### src/rtl/lbp_pkg.sv
// Shared types and constants for the LBP stream engine.
// Neighbour bit positions follow raster order around the centre pixel.
package lbp_pkg;

  typedef enum logic [2:0] {
    IDLE,
    BORDER,
    FILL,
    STEP,
    EVAL,
    DONE
  } state_t;

  localparam int NB_TL = 0;
  localparam int NB_T  = 1;
  localparam int NB_TR = 2;
  localparam int NB_L  = 3;
  localparam int NB_R  = 4;
  localparam int NB_BL = 5;
  localparam int NB_B  = 6;
  localparam int NB_BR = 7;

  localparam int FILL_READS = 9;
  localparam int STEP_READS = 3;

endpackage

### src/rtl/lbp_window_3x3.sv
// 3x3 pixel window with load-at-position and shift-left controls,
// producing the thresholded LBP code of the centre pixel.
module lbp_window_3x3
  import lbp_pkg::*;
#(
  parameter int DATA_W = 8
)(
  input  logic              clk,
  input  logic              reset,
  input  logic              load,
  input  logic              shift,
  input  logic [1:0]        load_row,
  input  logic [1:0]        load_col,
  input  logic [DATA_W-1:0] load_data,
  input  logic [DATA_W-1:0] thresh,
  output logic [7:0]        code
);

  logic [DATA_W-1:0] win [3][3];
  logic [DATA_W:0]   ref_v;

  // Shift only touches columns 0..1, so a same-cycle load of column 2 never collides.
  always_ff @(posedge clk or posedge reset) begin
    if (reset) begin
      for (int r = 0; r < 3; r++)
        for (int c = 0; c < 3; c++)
          win[r][c] <= '0;
    end else begin
      if (shift) begin
        for (int r = 0; r < 3; r++)
          for (int c = 0; c < 2; c++)
            win[r][c] <= win[r][c+1];
      end
      if (load)
        win[load_row][load_col] <= load_data;
    end
  end

  assign ref_v = {1'b0, win[1][1]} + {1'b0, thresh};

  function automatic logic ge(
    input logic [DATA_W-1:0] v,
    input logic [DATA_W:0]   r
  );
    return {1'b0, v} >= r;
  endfunction

  always_comb begin
    code = '0;
    code[NB_TL] = ge(win[0][0], ref_v);
    code[NB_T]  = ge(win[0][1], ref_v);
    code[NB_TR] = ge(win[0][2], ref_v);
    code[NB_L]  = ge(win[1][0], ref_v);
    code[NB_R]  = ge(win[1][2], ref_v);
    code[NB_BL] = ge(win[2][0], ref_v);
    code[NB_B]  = ge(win[2][1], ref_v);
    code[NB_BR] = ge(win[2][2], ref_v);
  end

endmodule

### src/rtl/lbp_stream_engine.sv
// Streaming 3x3 LBP engine over a W x W image with a sliding window.
// Define LBP_BORDER_ZERO_EN to zero-fill border codes before the interior.
module lbp_stream_engine
  import lbp_pkg::*;
#(
  parameter int IMG_W_LOG2 = 7,
  parameter int DATA_W     = 8,
  parameter int ADDR_W     = 2*IMG_W_LOG2
)(
  input  logic              clk,
  input  logic              reset,
  input  logic              gray_ready,
  output logic [ADDR_W-1:0] gray_addr,
  output logic              gray_req,
  input  logic [DATA_W-1:0] gray_data,
  input  logic [DATA_W-1:0] thresh,
  output logic [ADDR_W-1:0] lbp_addr,
  output logic              lbp_valid,
  output logic [7:0]        lbp_data,
  output logic              finish
);

  localparam logic [IMG_W_LOG2-1:0] ONE  = IMG_W_LOG2'(1);
  localparam logic [IMG_W_LOG2-1:0] MAXC = '1;
  localparam logic [IMG_W_LOG2-1:0] LAST = MAXC - ONE;

  state_t                state;
  logic [IMG_W_LOG2-1:0] i;
  logic [IMG_W_LOG2-1:0] j;
  logic [3:0]            rd_cnt;
  logic [1:0]            rd_r;
  logic [1:0]            rd_c;
  logic [3:0]            last_rd;
  logic [IMG_W_LOG2-1:0] rd_row;
  logic [IMG_W_LOG2-1:0] rd_col;
  logic                  rd_go;
  logic                  win_shift;
  logic [7:0]            code;

  assign gray_req  = (state == FILL) || (state == STEP);
  assign rd_go     = gray_req && gray_ready;
  assign win_shift = (state == STEP) && (rd_cnt == '0) && gray_ready;
  assign last_rd   = (state == STEP) ? 4'(STEP_READS-1)
                                     : 4'(FILL_READS-1);

  // Column offset is 0..2 around j; STEP pins it to 2 (the new column).
  assign rd_row    = i + IMG_W_LOG2'(rd_r) - ONE;
  assign rd_col    = j + IMG_W_LOG2'(rd_c) - ONE;
  assign gray_addr = gray_req ? {rd_row, rd_col} : '0;

  lbp_window_3x3 #(
    .DATA_W (DATA_W)
  ) u_win (
    .clk       (clk),
    .reset     (reset),
    .load      (rd_go),
    .shift     (win_shift),
    .load_row  (rd_r),
    .load_col  (rd_c),
    .load_data (gray_data),
    .thresh    (thresh),
    .code      (code)
  );

`ifdef LBP_BORDER_ZERO_EN
  logic [ADDR_W-1:0]     b_addr;
  logic [ADDR_W-1:0]     b_next;
  logic [IMG_W_LOG2-1:0] b_r;
  logic [IMG_W_LOG2-1:0] b_c;
  logic                  b_edge;

  assign {b_r, b_c} = b_addr;
  assign b_edge     = (b_r == '0) || (b_r == MAXC);

  // Edge rows walk every column; middle rows hop from col 0 to col W-1.
  always_comb begin
    b_next = b_addr;
    unique case (1'b1)
      b_edge:                  b_next = b_addr + ADDR_W'(1);
      !b_edge && (b_c == '0):  b_next = {b_r, MAXC};
      !b_edge && (b_c != '0):  b_next = {b_r + ONE, {IMG_W_LOG2{1'b0}}};
      default:                 b_next = b_addr;
    endcase
  end
`endif

  always_ff @(posedge clk or posedge reset) begin
    if (reset) begin
      state     <= IDLE;
      i         <= ONE;
      j         <= ONE;
      rd_cnt    <= '0;
      rd_r      <= '0;
      rd_c      <= '0;
      lbp_valid <= 1'b0;
      lbp_addr  <= '0;
      lbp_data  <= '0;
      finish    <= 1'b0;
`ifdef LBP_BORDER_ZERO_EN
      b_addr    <= '0;
`endif
    end else begin
      lbp_valid <= 1'b0;
      lbp_addr  <= '0;
      lbp_data  <= '0;
      finish    <= 1'b0;
      unique case (state)
        IDLE: begin
          if (gray_ready) begin
            i      <= ONE;
            j      <= ONE;
            rd_cnt <= '0;
            rd_r   <= '0;
            rd_c   <= '0;
`ifdef LBP_BORDER_ZERO_EN
            b_addr <= '0;
            state  <= BORDER;
`else
            state  <= FILL;
`endif
          end
        end
`ifdef LBP_BORDER_ZERO_EN
        BORDER: begin
          lbp_valid <= 1'b1;
          lbp_addr  <= b_addr;
          lbp_data  <= '0;
          b_addr    <= b_next;
          if (b_addr == {MAXC, MAXC})
            state <= FILL;
        end
`endif
        FILL, STEP: begin
          if (gray_ready) begin
            if (rd_cnt == last_rd) begin
              rd_cnt <= '0;
              rd_r   <= '0;
              state  <= EVAL;
            end else begin
              rd_cnt <= rd_cnt + 4'd1;
              if (rd_r == 2'd2) begin
                rd_r <= '0;
                rd_c <= rd_c + 2'd1;
              end else begin
                rd_r <= rd_r + 2'd1;
              end
            end
          end
        end
        EVAL: begin
          lbp_valid <= 1'b1;
          lbp_addr  <= {i, j};
          lbp_data  <= code;
          if (i == LAST && j == LAST) begin
            state <= DONE;
          end else if (j == LAST) begin
            j     <= ONE;
            i     <= i + ONE;
            rd_c  <= 2'd0;
            state <= FILL;
          end else begin
            j     <= j + ONE;
            rd_c  <= 2'd2;
            state <= STEP;
          end
        end
        DONE: begin
          finish <= 1'b1;
          state  <= IDLE;
        end
        default: state <= IDLE;
      endcase
    end
  end

endmodule

### config.mk
export PLATFORM = sky130hd
export DESIGN_NAME = lbp_stream_engine
export DESIGN_NICKNAME = d
export VERILOG_FILES = /design/src/rtl/lbp_pkg.sv /design/src/rtl/lbp_window_3x3.sv /design/src/rtl/lbp_stream_engine.sv
export SDC_FILE = /design/constraint.sdc
export NUM_CORES = 1
export LEC_CHECK = 0
export ABC_CLOCK_PERIOD_IN_PS = 3200
export BUFFER_PORTS_ARGS = -buffer_cell sky130_fd_sc_hd__buf_4
export CAP_MARGIN = 20
export CORE_MARGIN = 3
export CORE_UTILIZATION = 57
export CTS_BUF_LIST = sky130_fd_sc_hd__clkbuf_8
export DETAILED_ROUTE_END_ITERATION = 10
export PLACE_DENSITY = 0.79
export REMOVE_ABC_BUFFERS = 1
export SLEW_MARGIN = 30
export SYNTH_ARGS = -nofsm -noshare
export SYNTH_HDL_FRONTEND = slang
export SYNTH_SLANG_ARGS = --single-unit
### constraint.sdc
create_clock -name clk -period 3.2 [get_ports clk]
set_input_delay 0.16 -clock clk [delete_from_list [all_inputs] [get_ports clk]]
set_output_delay 0.16 -clock clk [all_outputs]
set_load 0.01 [all_outputs]
# After elaboration in Yosys (flattened, before gate mapping)
# Index checks and enable logic that the tools add are counted.
# word_totals
input_bits	19
elab_cells	119
out_inout_bits	39
ff_bits	121
# classes
n_lt_le_gt_ge	12
add_sub_neg	10
n_reduce_logical	18
bitwise_logic	2
eq_ne	15
mux	43
# ops
cell	n
$bwmux W72	1
$ge A8 B9 Y1	8
$mux W72	1
$demux W24 S2	1
$mux W16	3
$mux W7	5
$mux W14	2
$pmux W7 S2	2
$mux W24	1
$mux W2	9
$demux W8 S2	1
$mux W4	4
$mux W8	2
$add A7 B1 Y7 const B	2
$add A7 B2 Y7	2
$eq A7 B7 Y1 const B	2
$ne A2 B2 Y1 const B	7
$sub A7 B1 Y7 const B	2
$mux W3	4
$add A8 B8 Y9	1
$pmux W3 S3	1
$reduce_and A3 Y1	3
$pmux W4 S2	1
$eq A3 B2 Y1 const B	2
other kinds (20)	33

# Depth between registers and ports, before layout
# logic_depth
word_depth	9
depth_mapped	14
depth_no_buf	14

# Cells and area by module
# A second synthesis with hierarchy kept.
# unflattened
cells_unflattened	776
hier_area_um2	7602.3
# modules_own_cells
module	seq_area_each_um2	area_per_inst_um2	n_inst	cells_each
lbp_window_3x3	1801.7	4825.9	1	491
lbp_stream_engine	1228.7	2776.4	1	285

# Worst setup path before layout
# Ideal clock, no wire load.
# synth_timing
kind	register -> register
from	register u_win.win[33] (netlist name)
to	register lbp_data[2]
setup_ns	0.147
path_slack_ns	0.336
stages_incl_launch_ff	15
path_buffers	0
t_required_ns	3.053
t_arrival_ns	2.717
synth_period_minus_slack_ns	2.864
path_cell_list	dfrtp_1 ha_1 a21o_1 a21oi_1 o21ai_0 o31a_1 nor2_1 xor2_1 ha_1 nand2_1 a21oi_1 o21ai_0 nand2_1 o21ai_0 a211oi_1
# synth_via
elab_chain_cells	3
# synth_lines
element	line	text
start: declaration	lbp_window_3x3.sv:19	logic [DATA_W-1:0] win [3][3];
start signal: indexed assignment	lbp_window_3x3.sv:32	win[r][c] <= win[r][c+1];
start signal: indexed assignment	lbp_window_3x3.sv:35	win[load_row][load_col] <= load_data;
$add A8 B8 Y9	lbp_window_3x3.sv:39	assign ref_v = {1'b0, win[1][1]} + {1'b0, thresh};
$ge A8 B9 Y1	lbp_window_3x3.sv:45	return {1'b0, v} >= r;
$mux W8	lbp_stream_engine.sv:107	unique case (state)
end signal: assignment	lbp_stream_engine.sv:153	lbp_data <= code;
end: declaration	lbp_stream_engine.sv:19	output logic [7:0] lbp_data,
# Every way passes these cells.
# A chain may end at the register's enable or synchronous reset.

# Final worst setup path
# layout_timing
from	register u_win.win[33] (netlist name)
to	register lbp_data[3]
# Same word-level chain as after synthesis.

==> reports/qor.json <==
{
  "outcome": {"value": "completed"},
  "max_cap_viol_count": {"value": 0},
  "final_util": {"value": 66.7, "unit": "%"},
  "post-place-ws": {"value": 0.251, "unit": "ns"},
  "finalSetupViolations": {"value": 0},
  "wl_per_cell": {"value": 16.5, "unit": "um"},
  "design.final.nets": {"value": 947},
  "drtPass1Iterations": {"value": 6},
  "netlist_top_cells_count": {"value": "dfrtp_1, ha_1, nor2_1"},
  "synth_top_family_by_area": {"value": "adder cells"},
  "cts_root_buffer": {"value": "clkbuf_8"},
  "met3_length": {"value": 748, "unit": "um"},
  "postSynthRegisterBits": {"value": 121},
  "ys.warnings.count": {"value": 0},
  "crit_arrival": {"value": 3.25, "unit": "ns"},
  "tritoncts": {"value": "yes"},
  "gr-usage-all-layers": {"value": 24.5, "unit": "%"},
  "io_pins": {"value": 58},
  "p_per_area": {"value": 1050, "unit": "mW/mm^2"},
  "fin_worst_skew": {"value": 0.0140, "unit": "ns"},
  "drt-vias-per-instance": {"value": 5.72},
  "wl_met1": {"value": 7400, "unit": "um"},
  "post_synthesis_sequential_area_ratio": {"value": 40.6, "unit": "%"},
  "power.switching": {"value": 3770, "unit": "uW"},
  "final-max-slew-violation-count": {"value": 0},
  "first_pass_grt_wire_length": {"value": 28500, "unit": "um"},
  "worst_setup_path_start_kind": {"value": "flop"},
  "netlist-cell-type-count": {"value": 58},
  "tritoncts.num_buffers": {"value": 17},
  "worst_hold_path_type": {"value": "input pin to flop"},
  "maximum_number_of_pins_on_one_net_before_global_route_repair": {"value": 73},
  "syn_area_per_cell": {"value": 9.66, "unit": "um^2"},
  "synth.top_cells.by_area": {"value": "dfrtp_1, ha_1, mux2i_1, nor2_1, a21oi_1"},
  "grt_antenna_before_repair": {"value": 0},
  "ys_async_sr_fraction": {"value": 100, "unit": "%"},
  "top_signal_layer_used": {"value": "met4"},
  "sw_frac_of_total": {"value": 42.5, "unit": "%"},
  "synth_enable_flop_cells": {"value": 0},
  "worst_path_max_fanout": {"value": 8},
  "dp.final_hpwl": {"value": 12200, "unit": "um"},
  "grt.overflow.total": {"value": 0},
  "htreeDepth": {"value": 4},
  "drt-initial-drc-count": {"value": 332},
  "floorplan.core_area": {"value": 0.0127, "unit": "mm^2"},
  "max-vdd-ir-drop": {"value": 0.556, "unit": "mV"},
  "initial_core_util": {"value": 58.6, "unit": "%"},
  "clk_transition_reported_paths": {"value": 0.07, "unit": "ns"},
  "library_cell_occupying_the_most_area_in_the_post_synthesis_netlist": {"value": "dfrtp_1"},
  "synth_top_area_share": {"value": 39.9, "unit": "%"},
  "worst_ep_required_time": {"value": 3.55, "unit": "ns"},
  "combinational_group_share_of_total_power": {"value": 55.3, "unit": "%"},
  "synth-xor-area-share": {"value": 2.35, "unit": "%"},
  "detail_route.drc_violations": {"value": 0},
  "layout_worst_path_cycle_share": {"value": 90.7, "unit": "%"},
  "postRouteWirelength": {"value": 16700, "unit": "um"},
  "slew-limit-headroom": {"value": 35.5, "unit": "%"},
  "wl_met2": {"value": 8350, "unit": "um"},
  "clock_power_share": {"value": 16.0, "unit": "%"},
  "tightest_slew": {"value": 0.964, "unit": "ns"},
  "finalWeightedCongestion": {"value": 0.936},
  "int_pwr": {"value": 5110, "unit": "uW"},
  "kind_of_critical_path": {"value": "flop to flop"},
  "post_place_instance_area": {"value": 0.00801, "unit": "mm^2"},
  "p_seq_share": {"value": 28.7, "unit": "%"},
  "fp-row-count": {"value": 41},
  "drive_above_1_share": {"value": 15.7, "unit": "%"},
  "yosysMostFrequentCell": {"value": "dfrtp_1"},
  "synth-simple-area-share": {"value": 12.8, "unit": "%"},
  "ant_nets": {"value": 0},
  "period_needed": {"value": 2.90, "unit": "ns"},
  "design.die.area": {"value": 0.0145, "unit": "mm^2"},
  "synth_compound_gate_area_share": {"value": 14.4, "unit": "%"},
  "die_x": {"value": 120, "unit": "um"},
  "critical_path.endpoint_type": {"value": "flop"},
  "antennaDiodeCount": {"value": 0},
  "timing_hold_violations_final": {"value": 0},
  "cts_post_setup_buffers_inserted": {"value": 0},
  "first_global_vias": {"value": 5960},
  "cts_sink_count": {"value": 121},
  "synthFlopType": {"value": "dfrtp_1"},
  "synthesis.area": {"value": 0.00746, "unit": "mm^2"},
  "insertion_delay": {"value": 0.45, "unit": "ns"},
  "placement.io_buffers": {"value": 57},
  "synth_mux_area_share": {"value": 8.39, "unit": "%"},
  "maxClockFrequency": {"value": 344, "unit": "MHz"},
  "synth_fa_ha_area_share": {"value": 16.4, "unit": "%"},
  "power.static_leakage": {"value": 0.00434, "unit": "uW"},
  "detailroute.via_count": {"value": 5808},
  "cts-root-to-sink-buffers": {"value": 2},
  "final_cell_area": {"value": 0.00848, "unit": "mm^2"},
  "synth_cells": {"value": 772},
  "rsz0062_at_grt": {"value": "no"},
  "layout-area-overhead-vs-synth": {"value": 13.7, "unit": "%"},
  "die_boundary_height": {"value": 120, "unit": "um"},
  "finalWorstSetupSlack": {"value": 0.296, "unit": "ns"}
}
per-stage QoR:
stage / hold slack, ns / total power, uW / instances / setup TNS (ns)
after detailed placement: 0.437 / 7370 / 979 / 0
final: 0.0251 / 8870 / 1015 / 0
after CTS: 0.00389 / 8870 / 1015 / 0
after floorplan: 0.277 / 5870 / 741 / -20.33
after global routing: 0.00571 / 9720 / 1015 / 0
after global placement: 0.422 / 7090 / 979 / 0
critical path, stage by stage, from the launching register on:
cell and delay, ns:
dfrtp_1 0.40, ha_1 0.28, a21o_1 0.17, a21oi_2 0.16
o21ai_0 0.13, o31a_1 0.25, nor2_1 0.11, xor2_1 0.08
buf_4 0.17, ha_1 0.31, nand2_1 0.08, a21oi_1 0.14
o21ai_0 0.09, nand3_1 0.10, o21ai_0 0.08, a211oi_1 0.24
final timing paths:
check,startpoint,endpoint,slack (ns),cells past startpoint
setup reg to reg,u_win.win[33],lbp_data[3],0.30,15
max in group asynchronous,reset,u_win.win[68],2.10,4
hold reg to reg,flop,flop,0.51,1
hold / removal,gray_data[5],u_win.win[37],0.03,3
min in group asynchronous,reset,j[4],0.38,3
setup / recovery,u_win.win[33],lbp_data[3],0.30,15
power groups by stage:
stage	combinational, uW	sequential, uW	clock [uW]
2_1_floorplan	3450	2410	0
3_3_place_gp	4570	2530	0
3_5_place_dp	4820	2560	0
4_1_cts	4890	2540	1440
5_1_grt	5590	2610	1510
6_report	4910	2550	1420
layout by cell type (no fill, tap or decap), types with 4 or more instances in the layout:
| cell | count |
|---|---|
| mux2i_1 | 40 |
| inv_1 | 53 |
| o22ai_1 | 8 |
| buf_4 | 65 |
| xnor2_1 | 9 |
| bufinv_16 | 4 |
| xor2_1 | 10 |
| o21ai_0 | 38 |
| a21oi_1 | 57 |
| nor2_1 | 81 |
| a21o_1 | 6 |
| mux2_2 | 20 |
| o21a_1 | 4 |
| clkbuf_8 | 17 |
| nand3_1 | 16 |
| nand2b_1 | 6 |
| dlygate4sd3_1 | 6 |
| nor3_1 | 5 |
| ha_1 | 93 |
| nand2_1 | 62 |
| dfrtp_1 | 119 |
| nand4_1 | 13 |
| o21ai_1 | 33 |
| o211ai_1 | 8 |
| nor2b_1 | 7 |
| a211oi_1 | 8 |
cell type report:
| cell class | count | area, um^2 |
|---|---|---|
| Fill cell | 1043 | 4240 |
| Multi-Input combinational cell | 569 | 4070 |
| Sequential cell | 121 | 3030 |
| Timing Repair Buffer | 72 | 568 |
| Clock buffer | 17 | 234 |
| Tap cell | 172 | 215 |
| Inverter | 51 | 196 |
| Clock inverter | 13 | 165 |
logic make-up after synthesis:
family | Yosys count
fa+ha+maj | 96
buf+inv | 82
compound gates | 182
xor+xnor | 20
flops | 121
simple gates | 211
mux | 60
what timing repair did:
action                                 4_1_cts  5_1_grt
gates resized for setup                      0        2
hold buffers                                 6        0
setup endpoints to repair                    0        4
endpoints found under the hold margin       83        0
metal layers:
layer	track usage, %	up-vias
li1	-	2825
met1	30.5	2821
met2	42.2	137
met3	6.03	25
met4	7.29	0
met5	0	-
Note: power is estimated with default switching activity, not from simulation.
